**src/rtl/laundry_fill_arbiter.sv**
```systemverilog
// laundry_fill_arbiter: round-robin arbiter sharing one water inlet among four washers.
// Optional fill watchdog (per-machine timeout fault) is enabled by defining FILL_TIMEOUT_EN.

module laundry_fill_arbiter #(
  parameter int SWITCH_GAP   = 2,
  parameter int FILL_TIMEOUT = 1000
) (
  input  logic       i_clk,
  input  logic       i_reset,
  input  logic [3:0] i_fill_req,
  input  logic [3:0] i_filled,
  output logic [3:0] o_grant,
  output logic       o_inlet_on,
  output logic       o_busy,
  output logic [3:0] o_fault
);

  typedef enum logic [1:0] {IDLE, FILL, GAP} state_t;

  state_t     r_state, w_nextState;
  logic [3:0] r_grant, w_grantNext;
  logic       r_inletOn, w_inletNext;
  logic       r_busy, w_busyNext;
  logic [1:0] r_lastPtr, r_grantIdx, w_selIdx;
  logic       w_selValid;
  logic [3:0] r_gapCnt;
  logic       r_armed;
  logic [3:0] w_fault, w_eligible;
  logic       w_done, w_timeout;

  if (SWITCH_GAP < 1 || SWITCH_GAP > 15 || FILL_TIMEOUT < 2 || FILL_TIMEOUT > 65535) begin : g_badCfg
    $error("laundry_fill_arbiter: SWITCH_GAP or FILL_TIMEOUT out of range");
  end

  assign w_eligible = i_fill_req & ~i_filled & ~w_fault;
  assign w_done     = i_filled[r_grantIdx] | ~i_fill_req[r_grantIdx];

  // Walk the offsets downward so the nearest eligible index after r_lastPtr is the last one written.
  always_comb begin
    w_selValid = 1'b0;
    w_selIdx   = r_lastPtr;
    for (int k = 4; k >= 1; k--) begin
      if (w_eligible[r_lastPtr + 2'(k)]) begin
        w_selValid = 1'b1;
        w_selIdx   = r_lastPtr + 2'(k);
      end
    end
  end

  always_comb begin
    w_nextState = r_state;
    case (r_state)
      IDLE:    if (r_armed && w_selValid) w_nextState = FILL;
      FILL:    if (w_done || w_timeout)   w_nextState = GAP;
      GAP:     if (r_gapCnt == 4'd0)      w_nextState = IDLE;
      default: w_nextState = IDLE;
    endcase
  end

  always_comb begin
    w_grantNext = 4'b0000;
    w_inletNext = 1'b0;
    w_busyNext  = (w_nextState != IDLE);
    if (w_nextState == FILL) begin
      w_inletNext = 1'b1;
      w_grantNext = (r_state == IDLE) ? (4'b0001 << w_selIdx) : r_grant;
    end
  end

  // r_armed holds off arbitration for one cycle after reset releases.
  always_ff @(posedge i_clk) begin
    if (i_reset) begin
      r_state    <= IDLE;
      r_grant    <= 4'b0000;
      r_inletOn  <= 1'b0;
      r_busy     <= 1'b0;
      r_lastPtr  <= 2'd3;
      r_grantIdx <= 2'd0;
      r_gapCnt   <= 4'd0;
      r_armed    <= 1'b0;
    end else begin
      r_state   <= w_nextState;
      r_grant   <= w_grantNext;
      r_inletOn <= w_inletNext;
      r_busy    <= w_busyNext;
      r_armed   <= 1'b1;
      if (r_state == IDLE && w_nextState == FILL) begin
        r_lastPtr  <= w_selIdx;
        r_grantIdx <= w_selIdx;
      end
      if (r_state == FILL && w_nextState == GAP) begin
        r_gapCnt <= 4'(SWITCH_GAP - 1);
      end else if (r_state == GAP) begin
        r_gapCnt <= r_gapCnt - 4'd1;
      end
    end
  end

`ifdef FILL_TIMEOUT_EN
  logic [15:0] r_fillCnt;
  logic [3:0]  r_fault;

  // A genuine fill completion in the timeout cycle wins over the watchdog.
  assign w_timeout = (r_state == FILL) && !w_done && (r_fillCnt == 16'(FILL_TIMEOUT - 1));
  assign w_fault   = r_fault;

  always_ff @(posedge i_clk) begin
    if (i_reset) begin
      r_fillCnt <= 16'd0;
      r_fault   <= 4'b0000;
    end else begin
      r_fillCnt <= (r_state == FILL && w_nextState == FILL) ? r_fillCnt + 16'd1 : 16'd0;
      r_fault   <= (r_fault & i_fill_req) | (w_timeout ? (4'b0001 << r_grantIdx) : 4'b0000);
    end
  end
`else
  assign w_timeout = 1'b0;
  assign w_fault   = 4'b0000;
`endif

  assign o_grant    = r_grant;
  assign o_inlet_on = r_inletOn;
  assign o_busy     = r_busy;
  assign o_fault    = w_fault;

endmodule

```
**config.mk**
```make
export PLATFORM = sky130hd
export DESIGN_NAME = laundry_fill_arbiter
export DESIGN_NICKNAME = d
export VERILOG_FILES = /design/src/rtl/laundry_fill_arbiter.sv
export SDC_FILE = /design/constraint.sdc
export NUM_CORES = 1
export LEC_CHECK = 0
export ABC_AREA = 0
export CELL_PAD_IN_SITES_DETAIL_PLACEMENT = 1
export CELL_PAD_IN_SITES_GLOBAL_PLACEMENT = 2
export CORE_AREA = 2 2 63 65
export CTS_BUF_LIST = sky130_fd_sc_hd__clkbuf_16
export DETAILED_ROUTE_END_ITERATION = 8
export DIE_AREA = 0 0 65 67
export PLACE_DENSITY = 0.69
export RECOVER_POWER = 25
export SYNTH_ARGS = -nofsm -noshare
export SYNTH_HDL_FRONTEND = slang
export SYNTH_SLANG_ARGS = --single-unit
export TNS_END_PERCENT = 10
```
**constraint.sdc**
```tcl
create_clock -name i_clk -period 1.38 [get_ports i_clk]
set_input_delay 0.138 -clock i_clk [delete_from_list [all_inputs] [get_ports i_clk]]
set_output_delay 0.138 -clock i_clk [all_outputs]
set_load 0.02 [all_outputs]
```
-- Word-level counts from Yosys, hierarchy flattened
Cells that the tools add are included.
- bits of input ports: 10
- flip-flop bits (word level): 17
- reduce and logical (&&, ||, !) cells: 9
- shift-type cells: 1
- add/subtract/negate cells: 4
- mux-type cells: 27
- bitwise operators: 5
- equal/unequal tests: 4
- $lt $le $gt $ge: 5
- operators with widths (operator ; count):
    $lt 2x3->1 const B ; 5
    $mux 1 ; 14
    $bmux 1 s2 ; 6
    $mux 2 ; 6
    $pmux 2 s3 ; 1
    $add 2x2->2 const B ; 2
    $and 4x4->4 ; 1
    $eq 2x1->1 const B ; 2
    $eq 2x2->1 const B ; 2
    $logic_not 4->1 ; 1
    $not 4->4 ; 1
    $reduce_bool 2->1 ; 2
    $reduce_or 2->1 ; 2
    $shl 1x2->4 const A ; 1
    $sub 4x1->4 const B ; 1
    $logic_and 1x1->1 ; 3
    $add 2x1->2 const B ; 1
    $logic_not 2->1 ; 1
    $not 1->1 ; 2
    $or 1x1->1 ; 1

-- Depth between registers and ports, before layout
Gate-level depths: netlist of the first run.
- depth in word-level cells: 14
- gate-level depth with buffers: 6

-- Worst setup path before layout of the first run
No wires, ideal clock.
- kind: register to register
- start: reg r_lastPtr[1]
- end: reg r_grant[2] (netlist: o_grant[2])
- library setup time: 0.066 ns
- setup slack: -0.060 ns
- stages on the path, launching flop included: 7
- arrival: 1.374 ns
- period minus slack after synthesis: 1.440 ns
- cell sequence: dfxtp_1 buf_6 nor2b_4 a22oi_4 o221ai_2 or4_4 a21oi_2
- longest elaborated chain between the ends: 12
- RTL lines (item ; RTL line ; source):
    start, declared ; 24 ; logic [1:0] r_lastPtr, r_grantIdx, w_selIdx;
    start signal, assigned ; 88 ; r_lastPtr <= w_selIdx;
    $add 2x2->2 or $bmux 1 s2 (tied branches) ; 43, 45 ;
    $bmux 1 s2 or $mux 1 (tied branches) ; 43 ; if (w_eligible[r_lastPtr + 2'(k)]) begin
    $mux 1 (implied by the code) ; 43 ;
    $mux 1 (3 in a row) ; 43 ;
    $logic_and 1x1->1 ; 53 ; IDLE: if (r_armed && w_selValid) w_nextState = FILL;
    $mux 2 ; 53 ;
    $pmux 2 s3 ; 52 ; case (r_state)
    $eq 2x1->1 ; 64 ; if (w_nextState == FILL) begin
    $not 1->1 (no line) ; n/a ;
    $reduce_or 2->1 (no line) ; n/a ;
    end signal, assigned ; 83 ; r_grant <= w_grantNext;
    end, declared ; 21 ; logic [3:0] r_grant, w_grantNext;
Several ways; a longest one is shown, not always the timed one. The select of a mux whose other input is x is not followed.
A chain may end at the register's enable or synchronous reset.

-- Worst setup path in the final report of the first run
Ends and elaborated chain as after synthesis.

==> results.md, run 1 <==
- In this run the static leakage power is 0.5772 nW.
- The overall routing resource usage is 11.29%.
- The initial antenna violation count is 0.
- The signal on the critical path passes through nor2b_4 > a22oi_4 > o221ai_4 > or4_4 > a21oi_2.
- Using the TritonRoute via totals, the vias-per-cell ratio works out to 4.590.
- The number of slew-limit violations in the final report is 0.
- Derived from the worst setup path, the maximum achievable clock frequency is 699.0 MHz.
- In the final layout, the share of cells above drive strength 1 is 34.62%.
- Detailed placement ended at an HPWL of 1.681 mm.
- The routed wire length per instance is 11.69 um.
- Final hold analysis gives a worst-case slack of roughly 0.45 ns.
- The clock latency on the worst-skew pair is 0.24 ns.
- For this design the ratio of total power to cell area is 1099 nW/um^2.
- The async set-or-reset flop fraction in the synthesized netlist is 0%.
- The endpoint required time on the critical path is between 1.5 and 2 ns.
- The largest total area in the synthesized netlist belongs to sky130_fd_sc_hd__dfxtp_1.
- The number of global-route vias before repair is 858.
- The number of buffers inserted during clock tree synthesis is 3.
- By startpoint and endpoint, the worst setup path is classified as reg -> reg.
- Setup repair after global routing could not meet its margin everywhere.
- The area fraction of the dominant cell type after synthesis is a little under two fifths.
- The total wire length is between 2 and 2.5 mm.
- Setup slack on the critical path of the routed design comes to -0.05057 ns.
- The arrival time at the worst endpoint is around 1.6 ns.
- The number of setup violations in the final report is 1.
- The most numerous cell in the Yosys netlist is sky130_fd_sc_hd__dfxtp_1.
- Overall power consumption after layout is estimated at approximately 0.0015 W.
- After synthesis, flip-flops and latches occupy a little under two fifths of the total area.
- The cts-stage hold buffer count is 0.
- The initial utilization of the core area, before any placement, comes to 25.71%.
- The horizontal extent of the die is 65 um.
- By area the synthesized netlist is led by sky130_fd_sc_hd__dfxtp_1 (37%), sky130_fd_sc_hd__a21oi_1 (4.9%), sky130_fd_sc_hd__nand2_1 (4.9%), sky130_fd_sc_hd__nor2b_4 (4.5%), sky130_fd_sc_hd__nor2_1 (4.0%).
- The post-synthesis cell area is 927.1 sq um.
- After synthesis the netlist holds a flip-flop and latch count of 17.
- TritonCTS built the clock tree.
- The first detailed-routing pass took 4 iterations.
- In this run the count of I/O pins placed on the die edge is 20.
- The synthesis-to-layout area growth is 48.72%.
- The floorplan has 22 rows.
- The synthesized design contains 0 enable-type register cells.
- The final hold violation count was 0.
- The tree built by TritonCTS fans out to 17 sinks.
- In the finished design, the share of the clock period the worst path needs comes to 103.7%.
- The largest net degree at the start of global routing is 10.
- The largest voltage drop on the vdd net is around 400 uV.
- The number of cells in the design after placement is 173.
- The placer's final routability congestion estimate is 0.7158.
- The first global-routing pass estimated 3.815 mm of wire.
- Yosys printed 0 warnings.
- By count the netlist is led by sky130_fd_sc_hd__dfxtp_1 (17), sky130_fd_sc_hd__nand2_1 (12), sky130_fd_sc_hd__nor2_1 (10), sky130_fd_sc_hd__a21oi_1 (9).
- Among cell families on the critical path, the largest total delay comes from simple AND/OR/NAND/NOR gates.
- The number of I/O port buffers is 15.
- The max-capacitance violation count is 0.
- The cell sitting at the root of the clock tree is a sky130_fd_sc_hd__clkbuf_16.
- In this run the remaining antenna-violating nets after routing total 0.
- The floorplan die height is 67 um.
- For this run, the slowest stage of the critical path takes ~0.43 ns.
- The utilization after layout is approximately two fifths.
- Counting along the longest clock path gives a buffer depth of 2.
- The critical path capture point type is a flip-flop.
- The layout has 425 filler cells.
- The worst hold path class is reg -> reg.
- The worst setup path is launched from a flip-flop.
- The final clock skew is roughly 0.0013 ns.
- The critical path buffer and inverter count is 0.
- The net count of the finished layout is 142.
- The distinct cell type count after synthesis is 40.
- Adding up every negative setup slack in the final design gives -0.05057 ns.
- The shortest clock period the worst path allows after layout is around 1.4 ns.
- Global routing finished with a remaining overflow of 0.
- The critical-path maximum fanout is 6.
- Averaged over all synthesized cells, the footprint is 9.090 sq um.
- The number of cells in the finished layout apart from fillers is ~180.
- The number of design-rule violations left by the first detailed-router iteration is 25.
- The critical path's slowest cell is sky130_fd_sc_hd__or4_4.
- The number of levels the H-tree was split into is 1.
- The run finished, with violations left.
- The synthesized instance count is slightly above 100.
- After detailed routing, the number of remaining DRC violations is 0.
- The die covers 4355 sq um.
- The prevailing post-synth register cell is sky130_fd_sc_hd__dfxtp_1.
- The footprint of the flip-flops and latches is 347.8 sq um.
- In the final layout, the multi-input gates occupy 639.4 sq um.
- After clock tree synthesis, the clock-pin slew on the worst setup and hold paths is ~0.050 ns.
- Across all layers, the routed design uses 817 vias.
- The final reports fail on negative setup slack.
- The count of inserted antenna diode cells is 0.
- The total area inside the core boundary comes to 3606 sq um.
-- cell usage in the layout, fill, tap and decap left out, types with 2 or more instances in the layout --
master / n
sky130_fd_sc_hd__dfxtp_4: 2
sky130_fd_sc_hd__nor2b_1: 2
sky130_fd_sc_hd__dfxtp_1: 15
sky130_fd_sc_hd__nand2b_4: 4
sky130_fd_sc_hd__clkdlybuf4s50_1: 6
sky130_fd_sc_hd__inv_1: 6
sky130_fd_sc_hd__nor2_1: 8
sky130_fd_sc_hd__nand2_1: 10
sky130_fd_sc_hd__conb_1: 4
sky130_fd_sc_hd__nor2b_4: 3
sky130_fd_sc_hd__xor2_1: 2
sky130_fd_sc_hd__a21oi_1: 9
sky130_fd_sc_hd__o21ai_0: 5
sky130_fd_sc_hd__clkbuf_16: 3
sky130_fd_sc_hd__nor2_2: 2
sky130_fd_sc_hd__buf_4: 12
sky130_fd_sc_hd__dlygate4sd2_1: 8
-- cells by family after synthesis --
family                   Yosys count  synth area share (%)
XOR/XNOR                           3                 2.835
adder cells (fa/ha/maj)            1                 1.349
multiplexers                       1                 2.429
flip-flops                        17                 36.71
buffers and inverters             12                 7.287
AND/OR/NAND/NOR                   39                 24.43
other                              1                0.4045
AO/OA/AOI/OAI                     28                 24.56
-- stage by stage --
| step | worst slack, ns | cell area, sq um |
|---|---|---|
| 2_1_floorplan | -0.06048 | 938.4 |
| 3_3_place_gp | -0.4225 | 1190 |
| 3_5_place_dp | -0.4482 | 1190 |
| 4_1_cts | -0.05645 | 1375 |
| 5_1_grt | -0.1115 | 1379 |
| 6_report | -0.05057 | 1379 |
-- power by group --
| part | total, W | leakage, nW | switching, W | internal (W) |
|---|---|---|---|---|
| combinational | 0.000392 | 0.396 | 0.000193 | 0.000199 |
| clock | 0.000561 | 0.0423 | 0.000177 | 0.000384 |
| sequential | 0.000563 | 0.139 | 0.0000324 | 0.000530 |
-- cell type report --
cell class	count	share of cell area (%)
Clock buffer	3	5.445
Clock inverter	1	0.2722
Multi-Input combinational cell	76	46.37
Timing Repair Buffer	28	16.97
Inverter	5	1.361
Sequential cell	17	25.23
Tap cell	48	4.356
-- worst min-delay path: stages (launching register included) --
cell and delay, ns:
sky130_fd_sc_hd__dfxtp_1 0.30, sky130_fd_sc_hd__nand2_1 0.05, sky130_fd_sc_hd__a21oi_1 0.05
-- path summary, 6_finish.rpt --
path | depth (start not counted) | slack (ns) | from | endpoint
worst max-delay path | 5 | -0.05 | r_lastPtr[1] | o_grant[2]
worst min-delay path | 2 | 0.45 | o_grant[3] | o_grant[3]
worst max register to register | 5 | -0.05 | r_lastPtr[1] | o_grant[2]
worst min register to register | 2 | 0.45 | o_grant[3] | o_grant[3]
-- metal layers --
metal  GRT usage, %  vias up  wire length [um]
met4          4.787        0                24
met5              0        -                 0
met3          1.520        2                50
met2          20.75       13              1103
met1          13.03      396               902
li1               -      406                 -
-- state kept, by name, indices dropped and copies added (netlist names) --
name        cells
r_gapCnt        4
o_busy          1
o_inlet_on      1
o_grant         4
r_lastPtr       2
r_armed         1
r_state         2
r_grantIdx      2
-- timing repair --
item,CTS,global route
cloned,0,0
pin swaps,7,0
endpoints found under the setup margin,16,7
endpoints found under the hold margin,0,0
gates resized for setup,26,3
setup buffers,1,0
Note: power is estimated with default switching activity, not from simulation.
==> run 2, diff against run 1 <==
- CTS_CLUSTER_DIAMETER: default -> 120
==> results of run 2 <==
Same layout as run 1: the final DEF is identical, and so are final timing and power.
==> run 3, diff against run 2 <==
- SKIP_LAST_GASP: default -> 1
==> run 3 against run 2 <==
Compared with the run above:
- the flow still finishes with violations (negative setup slack)
- fmax decreased by 0.40%
- first-iteration DRC count rose by 16%
- clock skew about the same
- sequential share of layout area increased by 0.14 points
- critical endpoint unchanged
- largest cell class unchanged
==> results.md, run 3 (synthesis results as in run 1) <==
- Setup repair after global routing could not meet its margin everywhere.
- The horizontal extent of the die is 65 um.
- Input and output buffers added on the ports amount to 15.
- The endpoint required time on the critical path is between 1.5 and 2 ns.
- CTS built an H-tree with a depth of 1.
- After detailed routing, the number of vias per cell comes to 4.506.
- The number of slew-limit violations in the final report is 0.
- Leaving out fill and tap cells, the most frequent cells in the layout are sky130_fd_sc_hd__dfxtp_1 (15), sky130_fd_sc_hd__buf_4 (13), sky130_fd_sc_hd__nor2_1 (10), sky130_fd_sc_hd__nand2_1 (10), sky130_fd_sc_hd__a21oi_1 (9).
- The critical path in this run is classified as reg -> reg.
- The worst-case setup slack after placement is -0.4482 ns.
- Power spread over the standard cell area amounts to 1109 nW/um^2.
- The number of global-route vias before repair was 835.
- The fraction of power consumed by sequential logic is 37.3%.
- The path with the worst hold slack has its endpoint at o_grant[3].
- The count of inserted antenna diode cells is 0.
- TritonCTS built the clock tree.
- The setup check on the worst reg-to-reg path leaves a slack of -0.06 ns.
- The clock tree buffer depth is 2.
- In the final routed layout, each cell accounts on average for 11.51 um.
- The proportion of power drawn by combinational gates is 25.6%.
- Summing internal, switching and leakage power gives 0.001510 W.
- The shortest clock period the worst path allows after layout is 1.436 ns.
- The placer's final routability congestion estimate is 0.7158.
- The utilization after layout is between 30% and 40%.
- The tool flagged a number of max-cap violations equal to 0.
- The critical-path maximum fanout is 6.
- The run finished, with violations left.
- Clock skew on the completed layout was measured at 0.001461 ns.
- The kind of start point of the critical path is a flip-flop.
- The clock group share of total power is 37.2%.
- CTS saw 17 sinks.
- The worst reg2reg path endpoint is o_grant[2].
- The clock-pin transition on the worst setup and hold timing paths is 0.05 ns.
- The static leakage power is roughly 0.58 nW.
- The final reports fail on negative setup slack.
- Cell internal power was estimated by the tool at 0.001112 W.
- The startpoint of the most critical hold path is o_grant[3].
- The floorplan die height is 67 um.
- After floorplanning, the core was divided into 22 placement rows.
- Setup violations remaining at the end of the flow were counted as 2.
- The final instance area is approximately 1400 sq um.
- The net count reported at finish is 142.
- The worst-case IR drop observed on VDD is 406.2 uV.
- The worst hold path class is reg -> reg.
- The share of the cycle needed by the critical path after routing is 104.1%.
- The worst setup path is captured at a flip-flop.
- The final hold violation count is 0.
- The detailed-route DRC error count is 0.
- Entering global routing, the biggest net connects 10 pins.
- The switching share of power is 26.36%.
- Pin placement for this block handled 20 I/O pins.
- Leaving out fill and tap cells, the most frequent cell in the layout is sky130_fd_sc_hd__dfxtp_1.
- The depth of the most critical reg-to-reg path is 5.
- The cts-stage hold buffer count is 0.
- The arrival time at the worst endpoint is 1.62 ns.
- The placed wire-length estimate is 1.681 mm.
- The worst hold path cell count is 2.
- The minimum setup slack in the final design is -0.05629 ns.
- The overall routing resource usage is 11.07%.
- The reg-to-reg critical path startpoint is r_lastPtr[1].
- The CTS root buffer is sky130_fd_sc_hd__clkbuf_16.
- The area of the die is 4355 sq um.
- Buffers inserted during clock tree synthesis total 3.
- After global routing the overflow that remains totals 0.
- The final worst hold slack is about 0.45 ns.
- The power spent charging and discharging nets is 0.0003979 W.
- The area growth from synthesis to layout is 46.83%.
- The total vias in the final route is approximately 800.
- The initial core utilization is 25.71%.
- The number of design-rule violations left by the first detailed-router iteration is 29.
- The clock latency on the worst-skew pair is 0.24 ns.
- Once detail routing completed, the nets flagged for antenna violations numbered 0.
- The initial antenna violation count is 0.
- The maximum clock frequency is 696.2 MHz.
- The region available for standard cell placement spans 3606 sq um.
- Once placement finished, the instance area stood at 1190 sq um.
- The first global-routing pass estimated 3.726 mm of wire.
- After detailed routing, the total wire length is 2.048 mm.
- The first TritonRoute pass finished after 4 iterations.
- In the final layout, the share of cells above drive strength 1 is 33.08%.
==> run 3: changes by cell type in the layout (fill, tap and decap cells not counted), sizes merged <==
cell,delta
clkbuf,-1
buf,+1
==> run 3: repair_timing <==
item | in CTS | in global routing
resized for setup | 24 | 0
setup buffers | 1 | 0
pin swaps | 7 | 0
setup endpoints to repair | 16 | 7
==> run 3: power groups by stage <==
| stage | Sequential [W] | Combinational (W) | Clock (W) |
|---|---|---|---|
| 2_1_floorplan | 0.000574 | 0.000216 | 0 |
| 3_3_place_gp | 0.000569 | 0.000342 | 0 |
| 3_5_place_dp | 0.000571 | 0.000348 | 0 |
| 4_1_cts | 0.000562 | 0.000390 | 0.000580 |
| 5_1_grt | 0.000568 | 0.000426 | 0.000597 |
| 6_report | 0.000563 | 0.000386 | 0.000561 |
==> run 3: worst max-delay path: stages, from the launching register on <==
cell and delay (ns):
sky130_fd_sc_hd__dfxtp_4 0.36, sky130_fd_sc_hd__nor2b_4 0.13, sky130_fd_sc_hd__a22oi_4 0.17, sky130_fd_sc_hd__o221ai_4 0.14
sky130_fd_sc_hd__or4_4 0.43, sky130_fd_sc_hd__a21oi_2 0.13
==> run 3: final cells by class <==
class,count,area (sq um)
clock inverters,1,3.754
multi-input cells,76,620.6
clock buffers,3,75.07
well taps,48,60.06
inverters,5,18.77
fillers,424,2245
flip-flops and latches,17,345.3
repair buffers,28,237.7
==> run 3: metal layers <==
layer / up-vias / routed length [um] / track usage, %
met1: 384 / 917 / 13.13
met3: 2 / 50 / 1.520
met5: - / 0 / 0
met4: 0 / 24 / 4.787
met2: 13 / 1055 / 19.85
li1: 403 / - / -
==> run 3: worst max path at each step <==
stage	from	endpoint	slack [ns]	cells past startpoint
2_1_floorplan	r_lastPtr[1]	o_grant[2]	-0.06	6
3_3_place_gp	i_fill_req[3]	o_grant[2]	-0.42	6
3_5_place_dp	i_filled[2]	o_grant[1]	-0.45	6
4_1_cts	r_lastPtr[1]	o_grant[2]	-0.06	5
5_1_grt	r_lastPtr[1]	o_grant[2]	-0.11	5
6_report	r_lastPtr[1]	o_grant[2]	-0.06	5
==> run 3: per-stage QoR <==
step,setup TNS (ns),std cells
floorplan,-0.06048,105
global placement,-5.976,173
detailed placement,-6.374,173
CTS,-0.08720,178
global route,-0.4712,178
finish,-0.08311,178
